--- src/rtl/jt900h_busarb.sv ---
// jt900h_busarb
// Memory bus arbiter and sequencer for the JT900H core.
// It shares one 16-bit external bus between the opcode prefetch path and the
// data load/store path. Data accesses of 1, 2 or 4 bytes at any alignment are
// split into 16-bit beats. Read data is returned right-justified.
//
// Ports:
//   clk, rst, cen     clock, async active-high reset, clock enable
//   fetch_*           opcode word read: level request, ok pulse, data word
//   data_rd/wr/addr   data access request (level) with byte address
//   data_len/din      one-hot size (001/010/100) and right-justified write data
//   data_dout/ok      right-justified read data and completion pulse
//   bus_*             external bus: cs, we, word address, active-low lanes,
//                     write data, read data and beat acknowledge
module jt900h_busarb (
  input  logic        clk,
  input  logic        rst,
  input  logic        cen,
  input  logic        fetch_req,
  input  logic [23:0] fetch_addr,
  output logic        fetch_ok,
  output logic [15:0] fetch_data,
  input  logic        data_rd,
  input  logic        data_wr,
  input  logic [23:0] data_addr,
  input  logic [2:0]  data_len,
  input  logic [31:0] data_din,
  output logic [31:0] data_dout,
  output logic        data_ok,
  output logic        bus_cs,
  output logic        bus_we,
  output logic [23:0] bus_addr,
  output logic [1:0]  bus_dsn,
  output logic [15:0] bus_dout,
  input  logic [15:0] bus_din,
  input  logic        bus_ok
);

  typedef enum logic [1:0] {IDLE, FETCH, DATA, DONE} state_t;

  state_t      state, state_nx;
  logic        last_data, last_data_nx;
  logic        odd, odd_nx;
  logic [2:0]  nbytes, nbytes_nx;
  logic [2:0]  pos, pos_nx;
  logic [31:0] wsh, wsh_nx;
  logic [31:0] acc, acc_nx;

  logic        fetch_ok_nx, data_ok_nx;
  logic [15:0] fetch_data_nx;
  logic [31:0] data_dout_nx;
  logic        cs_nx, we_nx;
  logic [23:0] addr_nx;
  logic [1:0]  dsn_nx;
  logic [15:0] dout_nx;

  logic        data_req, grant_data;
  logic [2:0]  grant_n;
  logic        first_odd, one_left, single;
  logic [2:0]  pos_step;
  logic [31:0] wsh_step;
  logic [31:0] rd_lanes;
  logic        unused_bits;

  // Address bit 0 of a fetch is ignored and len[0] adds nothing beyond the
  // "byte" default, so these bits are deliberately left unused.
  assign unused_bits = fetch_addr[0] ^ data_len[0];

  // Lane strobes for a beat that starts at byte offset p of an n-byte access.
  function automatic logic [1:0] lane_dsn(input logic [2:0] p, input logic o,
                                          input logic [2:0] n);
    logic [2:0] rem;
    rem = n - p;
    if (p == 3'd0 && o) return 2'b01;
    if (rem == 3'd1)    return 2'b10;
    return 2'b00;
  endfunction

  // Write beat data; w holds the not-yet-sent bytes right-justified.
  function automatic logic [15:0] lane_dout(input logic [15:0] w, input logic [2:0] p,
                                            input logic o, input logic [2:0] n);
    logic [2:0] rem;
    rem = n - p;
    if (p == 3'd0 && o) return {w[7:0], 8'h00};
    if (rem == 3'd1)    return {8'h00, w[7:0]};
    return w;
  endfunction

  // Arbitration: data normally wins, but right after a data transaction a
  // waiting fetch gets the bus so prefetch can never be starved.
  assign data_req   = data_rd | data_wr;
  assign grant_data = data_req & ~(last_data & fetch_req);
  assign grant_n    = data_len[2] ? 3'd4 : (data_len[1] ? 3'd2 : 3'd1);

  // Per-beat bookkeeping: pos counts bytes already transferred. A beat moves a
  // single byte when it is the odd first beat or only one byte remains.
  assign first_odd = (pos == 3'd0) & odd;
  assign one_left  = (nbytes - pos) == 3'd1;
  assign single    = first_odd | one_left;
  assign pos_step  = pos + (single ? 3'd1 : 3'd2);
  assign wsh_step  = single ? {8'h00, wsh[31:8]} : {16'h0000, wsh[31:16]};
  assign rd_lanes  = first_odd ? {24'h0, bus_din[15:8]} :
                     one_left  ? ({24'h0, bus_din[7:0]} << {pos, 3'b000}) :
                                 ({16'h0, bus_din} << {pos, 3'b000});

  // Next-state and next-output logic. Every output is registered, so this
  // block computes the value each register takes on the next cen edge.
  always_comb begin
    state_nx      = state;
    last_data_nx  = last_data;
    odd_nx        = odd;
    nbytes_nx     = nbytes;
    pos_nx        = pos;
    wsh_nx        = wsh;
    acc_nx        = acc;
    fetch_ok_nx   = 1'b0;
    data_ok_nx    = 1'b0;
    fetch_data_nx = fetch_data;
    data_dout_nx  = data_dout;
    cs_nx         = bus_cs;
    we_nx         = bus_we;
    addr_nx       = bus_addr;
    dsn_nx        = bus_dsn;
    dout_nx       = bus_dout;
    case (state)
      IDLE: begin
        if (grant_data) begin
          state_nx  = DATA;
          odd_nx    = data_addr[0];
          nbytes_nx = grant_n;
          pos_nx    = 3'd0;
          wsh_nx    = data_din;
          acc_nx    = 32'h0;
          cs_nx     = 1'b1;
          we_nx     = ~data_rd;
          addr_nx   = {data_addr[23:1], 1'b0};
          dsn_nx    = lane_dsn(3'd0, data_addr[0], grant_n);
          dout_nx   = data_rd ? 16'h0 : lane_dout(data_din[15:0], 3'd0, data_addr[0], grant_n);
        end else if (fetch_req) begin
          state_nx = FETCH;
          cs_nx    = 1'b1;
          we_nx    = 1'b0;
          addr_nx  = {fetch_addr[23:1], 1'b0};
          dsn_nx   = 2'b00;
          dout_nx  = 16'h0;
        end
      end
      FETCH: begin
        if (bus_ok) begin
          state_nx      = DONE;
          fetch_data_nx = bus_din;
          fetch_ok_nx   = 1'b1;
          last_data_nx  = 1'b0;
          cs_nx         = 1'b0;
          dsn_nx        = 2'b11;
        end
      end
      DATA: begin
        if (bus_ok) begin
          pos_nx = pos_step;
          wsh_nx = wsh_step;
          acc_nx = acc | rd_lanes;
          if (pos_step >= nbytes) begin
            state_nx     = DONE;
            data_ok_nx   = 1'b1;
            last_data_nx = 1'b1;
            cs_nx        = 1'b0;
            we_nx        = 1'b0;
            dsn_nx       = 2'b11;
            dout_nx      = 16'h0;
            if (!bus_we) data_dout_nx = acc | rd_lanes;
          end else begin
            addr_nx = {bus_addr[23:1] + 23'd1, 1'b0};
            dsn_nx  = lane_dsn(pos_step, odd, nbytes);
            dout_nx = bus_we ? lane_dout(wsh_step[15:0], pos_step, odd, nbytes) : 16'h0;
          end
        end
      end
      DONE:    state_nx = IDLE;
      default: state_nx = IDLE;
    endcase
  end

  // State and output registers. Reset aborts any beat in flight and discards
  // partially assembled read data; cen low freezes everything.
  always_ff @(posedge clk or posedge rst) begin
    if (rst) begin
      state      <= IDLE;
      last_data  <= 1'b0;
      odd        <= 1'b0;
      nbytes     <= 3'd1;
      pos        <= 3'd0;
      wsh        <= 32'h0;
      acc        <= 32'h0;
      fetch_ok   <= 1'b0;
      data_ok    <= 1'b0;
      fetch_data <= 16'h0;
      data_dout  <= 32'h0;
      bus_cs     <= 1'b0;
      bus_we     <= 1'b0;
      bus_addr   <= 24'h0;
      bus_dsn    <= 2'b11;
      bus_dout   <= 16'h0;
    end else if (cen) begin
      state      <= state_nx;
      last_data  <= last_data_nx;
      odd        <= odd_nx;
      nbytes     <= nbytes_nx;
      pos        <= pos_nx;
      wsh        <= wsh_nx;
      acc        <= acc_nx;
      fetch_ok   <= fetch_ok_nx;
      data_ok    <= data_ok_nx;
      fetch_data <= fetch_data_nx;
      data_dout  <= data_dout_nx;
      bus_cs     <= cs_nx;
      bus_we     <= we_nx;
      bus_addr   <= addr_nx;
      bus_dsn    <= dsn_nx;
      bus_dout   <= dout_nx;
    end
  end

endmodule

--- config.mk ---
export PLATFORM = sky130hd
export DESIGN_NAME = jt900h_busarb
export DESIGN_NICKNAME = d
export VERILOG_FILES = /design/src/rtl/jt900h_busarb.sv
export SDC_FILE = /design/constraint.sdc
export NUM_CORES = 1
export LEC_CHECK = 0
export CAP_MARGIN = 20
export CORE_ASPECT_RATIO = 1.75
export CORE_MARGIN = 2
export CORE_UTILIZATION = 35
export CTS_BUF_LIST = sky130_fd_sc_hd__clkbuf_16
export DETAILED_ROUTE_END_ITERATION = 16
export GPL_TIMING_DRIVEN = 1
export PLACE_DENSITY = 0.67
export SLEW_MARGIN = 20
export SYNTH_ARGS = -nofsm -noshare
export SYNTH_HDL_FRONTEND = slang
export SYNTH_SLANG_ARGS = --single-unit
--- constraint.sdc ---
create_clock -name clk -period 9.81 [get_ports clk]
set_input_delay 1.962 -clock clk [delete_from_list [all_inputs] [get_ports clk]]
set_output_delay 1.962 -clock clk [all_outputs]
set_load 0.01 [all_outputs]
== Word-level counts from Yosys, hierarchy flattened ==
Index checks and enable logic that the tools add are counted.

* Add/sub/neg operators: 4
* $lt $le $gt $ge: 1
* Equal/unequal tests: 12
* Shifts and indexed selects: 2
* Muxes and demuxes: 87
* Bitwise logic cells: 9
* Reductions and logical operators: 18

{| class="wikitable"
|+ Operators by type and width
! kind !! number
|-
| two-way mux 16 bit || 14
|-
| two-way mux 32 bit || 6
|-
| one-hot mux 32 bit (2 select lines) || 2
|-
| two-way mux 24 bit || 5
|-
| one-hot mux 24 bit (2 select lines) || 1
|-
| two-way mux 2 bit || 19
|-
| bitwise OR 32 bit || 1
|-
| one-hot mux 16 bit (2 select lines) || 1
|-
| << shifter 16 x 6 -> 32 bit || 1
|-
| << shifter 8 x 6 -> 32 bit || 1
|-
| two-way mux 1 bit || 30
|-
| AND reduction 5 bit || 6
|-
| adder 23 x 1 -> 23 bit (second input constant) || 1
|-
| inequality test 2 bit (second input constant) || 5
|-
| equality test 3 x 1 -> 1 bit (second input constant) || 3
|-
| two-way mux 3 bit || 3
|-
| one-hot mux 2 bit (4 select lines) || 1
|-
| AND reduction 4 bit || 2
|-
| logical NOT 3 bit || 2
|-
| one-hot mux 2 bit (3 select lines) || 1
|-
| one-hot mux 3 bit (2 select lines) || 1
|-
| AND reduction 3 bit || 2
|-
| AND reduction 6 bit || 1
|-
| subtractor 3 bit || 2
|-
| other kinds (14) || 22
|}

* Flip-flop bits (word level): 168
* Input port bits: 106
* Output and inout bits: 94
* Logic and storage cells: 149

== Depth between registers and ports, before layout ==
* Depth in word-level cells: 21
* Mapped depth: 18
* Gate-level depth less buffers: 15

== Worst setup path after synthesis ==
Ideal clock, no wire load.

* Path kind: register -> register
* From: reg nbytes[0]
* To: reg data_dout[0]
* Setup time: 82 ps
* Data arrival time: 4254 ps
* Data required time: 9728 ps
* Slack: 5475 ps
* Cell stages (with the launch flop): 19
* Clock period less this slack: 4335 ps
* Cell sequence: dfstp_2 -> inv_1 -> ha_1 -> fa_1 -> xor3_1 -> o21ba_1 -> buf_6 -> inv_8 -> buf_8 -> ha_1 -> inv_1 -> fa_1 -> ha_1 -> nor2b_1 -> o21a_1 -> maj3_2 -> nor4_4 -> buf_6 -> mux2i_1

* Word-level cells in the longest chain between the ends: 7

{| class="wikitable"
|+ RTL lines
! item !! RTL line !! RTL
|-
| from (decl) || 44 || <nowiki>logic [2:0] nbytes, nbytes_nx;</nowiki>
|-
| from (signal assigned) || 208 || <nowiki>nbytes <= nbytes_nx;</nowiki>
|-
| subtractor 3 bit || 98 || <nowiki>assign one_left = (nbytes - pos) == 3'd1;</nowiki>
|-
| equality test 3 x 1 -> 1 bit || 98 ||
|-
| bitwise OR 1 bit || 99 || <nowiki>assign single = first_odd | one_left;</nowiki>
|-
| two-way mux 2 bit || 100 || <nowiki>assign pos_step = pos + (single ? 3'd1 : 3'd2);</nowiki>
|-
| adder 3 x 2 -> 3 bit || 100 ||
|-
| greater-or-equal comparator 3 bit || 163 || <nowiki>if (pos_step >= nbytes) begin</nowiki>
|-
| AND reduction 5 bit (no line) || n/a ||
|-
| to (signal assigned) || 215 || <nowiki>data_dout <= data_dout_nx;</nowiki>
|-
| to (decl) || 28 || <nowiki>output logic [31:0] data_dout,</nowiki>
|}

Several ways; a longest one is shown, not always the timed one.
A chain may end at the register's enable or synchronous reset.

== Worst setup path in the final report ==
* From: reg pos[0]
* To: reg data_dout[16]

* Word-level cells in the longest chain between the ends: 7

{| class="wikitable"
|+ RTL lines
! item !! RTL line !! RTL
|-
| from (decl) || 45 || <nowiki>logic [2:0] pos, pos_nx;</nowiki>
|-
| from (signal assigned) || 209 || <nowiki>pos <= pos_nx;</nowiki>
|-
| subtractor 3 bit / logical NOT 3 bit (equally long branches) || 98, 97 ||
|-
| equality test 3 x 1 -> 1 bit / bitwise AND 1 bit (equally long branches) || 98, 97 ||
|-
| bitwise OR 1 bit || 99 ||
|-
| two-way mux 2 bit || 100 ||
|-
| adder 3 x 2 -> 3 bit || 100 ||
|-
| greater-or-equal comparator 3 bit || 163 ||
|-
| AND reduction 5 bit (no line) || n/a ||
|}

Several ways; a longest one is shown, not always the timed one.

==> results_dict.tcl <==
set metrics [dict create \
    worstPathMaxFanout 35 \
    routedWlPerCell_um 18.73 \
    regToRegSetupSlack_ps 4020 \
    finalSetupTns_ps 0 \
    hold_depth 2 \
    min_to "nbytes[0]" \
    r2r_cells 15 \
    die_w_um 123.3 \
    p_int_mw 2.204 \
    hold_violations 0 \
    required_ps 10170 \
    cts.sinks 159 \
    dr.pass1.iters 7 \
    io_pins 200 \
    clkPwrFrac_pct 17.3 \
    min_period_ps 5790 \
    synth_warnings 0 \
    io_buffers 196 \
    placed_cells_incl_taps 1407 \
    antenna_found_initial 1 \
    cp-end-kind "flip-flop" \
    post_cts_buffers 0 \
    cts_hold_buf 0 \
    synthDistinctLibCells 76 \
    drcViolationCount 0 \
    routed_wl_mm 26.94 \
    clock.fmax_mhz 172.7 \
    rows 76 \
    ys_ff_latch 159 \
    worst_pin_slew_ps 1042 \
    hp-class "flip-flop to flip-flop" \
    grt_pass1_wl_mm 42.56 \
    clk_latency_ps 450 \
    grt_pass1_vias 7716 \
    netSwitchingPower_mw 1.760 \
    final_common_cell "clkdlybuf4s50_1" \
    netlist_instances 955 \
    cts_root_buffer "clkbuf_16" \
    nets 1232 \
    floorplan.initialDensity_pct 35.54 \
    finalCritPeriodShare_pct 59.02 \
    overflow 0 \
    rsz0062_at_grt "false" \
    multi_input_area_mm2 0.004189 \
    critPathArrivalTime_ps 6150 \
    gr-usage-all-layers_pct 21.19 \
    timing.rr.end "data_dout[16]" \
    p_seq_share_pct 30.3 \
    grt_max_degree 110 \
    die_area_mm2 0.02624 \
    ctsResizeCount 0 \
    cts_buffers 17 \
    hp-start "nbytes[0]" \
    stdcell_count 1438 \
    reg2reg_from "pos[0]" \
    syn_nets 1073 \
    dpl.hpwl_mm 19.30 \
    setup_violations 0 \
    synth_top_flop_cell "dfrtp_1" \
    peakVddDrop_mv 0.2450 \
    drtIter0Drc 536 \
    regArea_mm2 0.003983 \
    startpoint_type "flip-flop" \
    htree_levels 4 \
    synth_area_per_cell_um2 9.129 \
    synth-async-reset-ratio_pct 100.0 \
    syn_to_final_growth_pct 31.33 \
    maxSlewViolCount 0 \
    syn_area_mm2 0.008718 \
    coreArea_mm2 0.02453 \
    drive_above_1_share_pct 6.483 \
    synth_edf_count 0 \
    power_density_mw_per_mm2 346.2 \
    cts_tree "built" \
    avgViaCountPerCell 5.439 \
    cts.reportedPaths.clkPinSlew_ps 70 \
    clock_path_buffers 2 \
    die_y_um 212.8 \
    ant_nets 0 \
    final_cell_mix "196 x clkdlybuf4s50_1, 156 x dfrtp_1, 142 x nand2_1, 91 x o21ai_0, 80 x a21oi_1" \
    skew_ps 12.73 \
    synth-seq-area-share_pct 45.68 \
    nFillCells 2367 \
    maxCapViolations 0 \
    status "complete, no violations" \
    gp_congestion 0.8898 \
    final_core_util_pct 46.67 \
    max_slew_margin_pct 30.28 \
    p_comb_share_pct 52.3 \
    switching_share_pct 44.41 \
    route.vias.total 7821 \
    antenna_cells 0 \
    p_leak_nw 4.768 \
    path_class "flip-flop to flip-flop" \
]
metal layers:
metal / vias to the layer above / track usage (%) / part of all wire (%)
met5: - / 0 / 0.045
met4: 2 / 10.19 / 3.9
met3: 58 / 4.647 / 5.8
met2: 279 / 37.57 / 53
met1: 3734 / 23.59 / 37
li1: 3748 / - / -
worst max-delay path, stage by stage (launching register included):
cell and delay [ps]:
dfrtp_1 970, ha_1 320, fa_1 430, nand2b_1 100, o21ba_2 600, inv_8 190, ha_1 240, inv_1 60
fa_1 470, ha_1 320, nor2b_1 150, o21a_1 170, maj3_2 560, nor4_4 280, buf_4 520, mux2i_1 250
kinds of logic (layout without fill, tap and decap cells):
kind of cell / after synthesis / count (layout) / synth area share [%]
other: 1 / 1 / 0.04301
adders and majority gates: 14 / 14 / 2.225
and+or+nand+nor: 274 / 274 / 14.57
DFF: 159 / 159 / 45.68
xor gates and xnor gates: 4 / 4 / 0.7894
AOI/OAI and AO/OA: 320 / 320 / 23.94
buffers and inverters: 131 / 302 / 6.688
muxes: 52 / 52 / 6.071
power groups by stage:
| stage | registers [mW] | logic (mW) | clock network, mW |
|---|---|---|---|
| global placement | 1.20 | 2.05 | 0 |
| CTS | 1.20 | 2.09 | 0.705 |
| finish | 1.20 | 2.07 | 0.687 |
| global route | 1.24 | 2.30 | 0.729 |
| detailed placement | 1.21 | 2.09 | 0 |
| floorplan | 1.23 | 1.27 | 0 |
sequential cells by signal, indices dropped and copies added (netlist names), 2 cells and up:
register and flops:
acc 32, data_dout 32, wsh 24, bus_addr 23, bus_dout 16, fetch_data 16, nbytes 3, pos 3
bus_dsn 2, state 2
worst max-delay path by stage:
| stage | start | to | cells after the start |
|---|---|---|---|
| 2_1_floorplan | rst | acc[0] | 1 |
| 3_3_place_gp | pos[0] | data_dout[6] | 15 |
| 3_5_place_dp | pos[0] | data_dout[14] | 15 |
| 4_1_cts | pos[0] | data_dout[7] | 15 |
| 5_1_grt | pos[0] | data_dout[16] | 15 |
| 6_report | pos[0] | data_dout[16] | 15 |
layout make-up:
type / instances / share of cell area (%)
multi-input combinational: 665 / 36.59
clock buffer: 17 / 3.715
inverter: 66 / 2.273
tap: 312 / 3.409
clock inverter: 14 / 1.508
timing repair buffer: 205 / 17.72
sequential: 159 / 34.78
stage by stage:
step / hold WS (ps) / power (mW) / cell area, um2 / setup WS, ps
final: 477.2 / 3.964 / 11450 / 4020
after floorplan: 450.1 / 2.493 / 8718 / 3561
after CTS: 483.2 / 4.000 / 11440 / 3605
after global placement: 462.2 / 3.248 / 10840 / 3775
after global routing: 506.9 / 4.279 / 11450 / 3560
after detailed placement: 467.6 / 3.296 / 10840 / 3612
synth_stat cells (3+ instances only):
cell | number | area, um2
o211ai_1 | 4 | 30.03
buf_6 | 7 | 78.83
and3_1 | 20 | 125.1
o22a_1 | 8 | 70.07
nand2b_1 | 3 | 18.77
a211o_1 | 9 | 78.83
buf_1 | 3 | 11.26
dfstp_2 | 3 | 78.83
mux2i_1 | 45 | 450.4
a21o_1 | 9 | 67.56
nand4_1 | 8 | 50.05
and2_1 | 3 | 18.77
a31oi_1 | 8 | 50.05
o32ai_1 | 10 | 87.58
a21oi_1 | 80 | 400.4
fa_1 | 3 | 60.06
o21ai_0 | 91 | 455.4
o31ai_1 | 12 | 90.09
a2bb2oi_1 | 5 | 43.79
dfrtp_1 | 156 | 3904
a22oi_1 | 9 | 67.56
nand2_1 | 142 | 533.0
nor2_1 | 49 | 183.9
clkbuf_1 | 40 | 150.1
nor3_1 | 11 | 55.05
a221oi_1 | 8 | 70.07
buf_2 | 13 | 65.06
ha_1 | 9 | 112.6
a311oi_1 | 17 | 148.9
mux2_2 | 7 | 78.83
nand3_1 | 10 | 50.05
nor4_1 | 4 | 25.02
inv_1 | 64 | 240.2
a211oi_1 | 27 | 202.7
nor2b_1 | 8 | 50.05
Power figures use the tool's default switching activity.
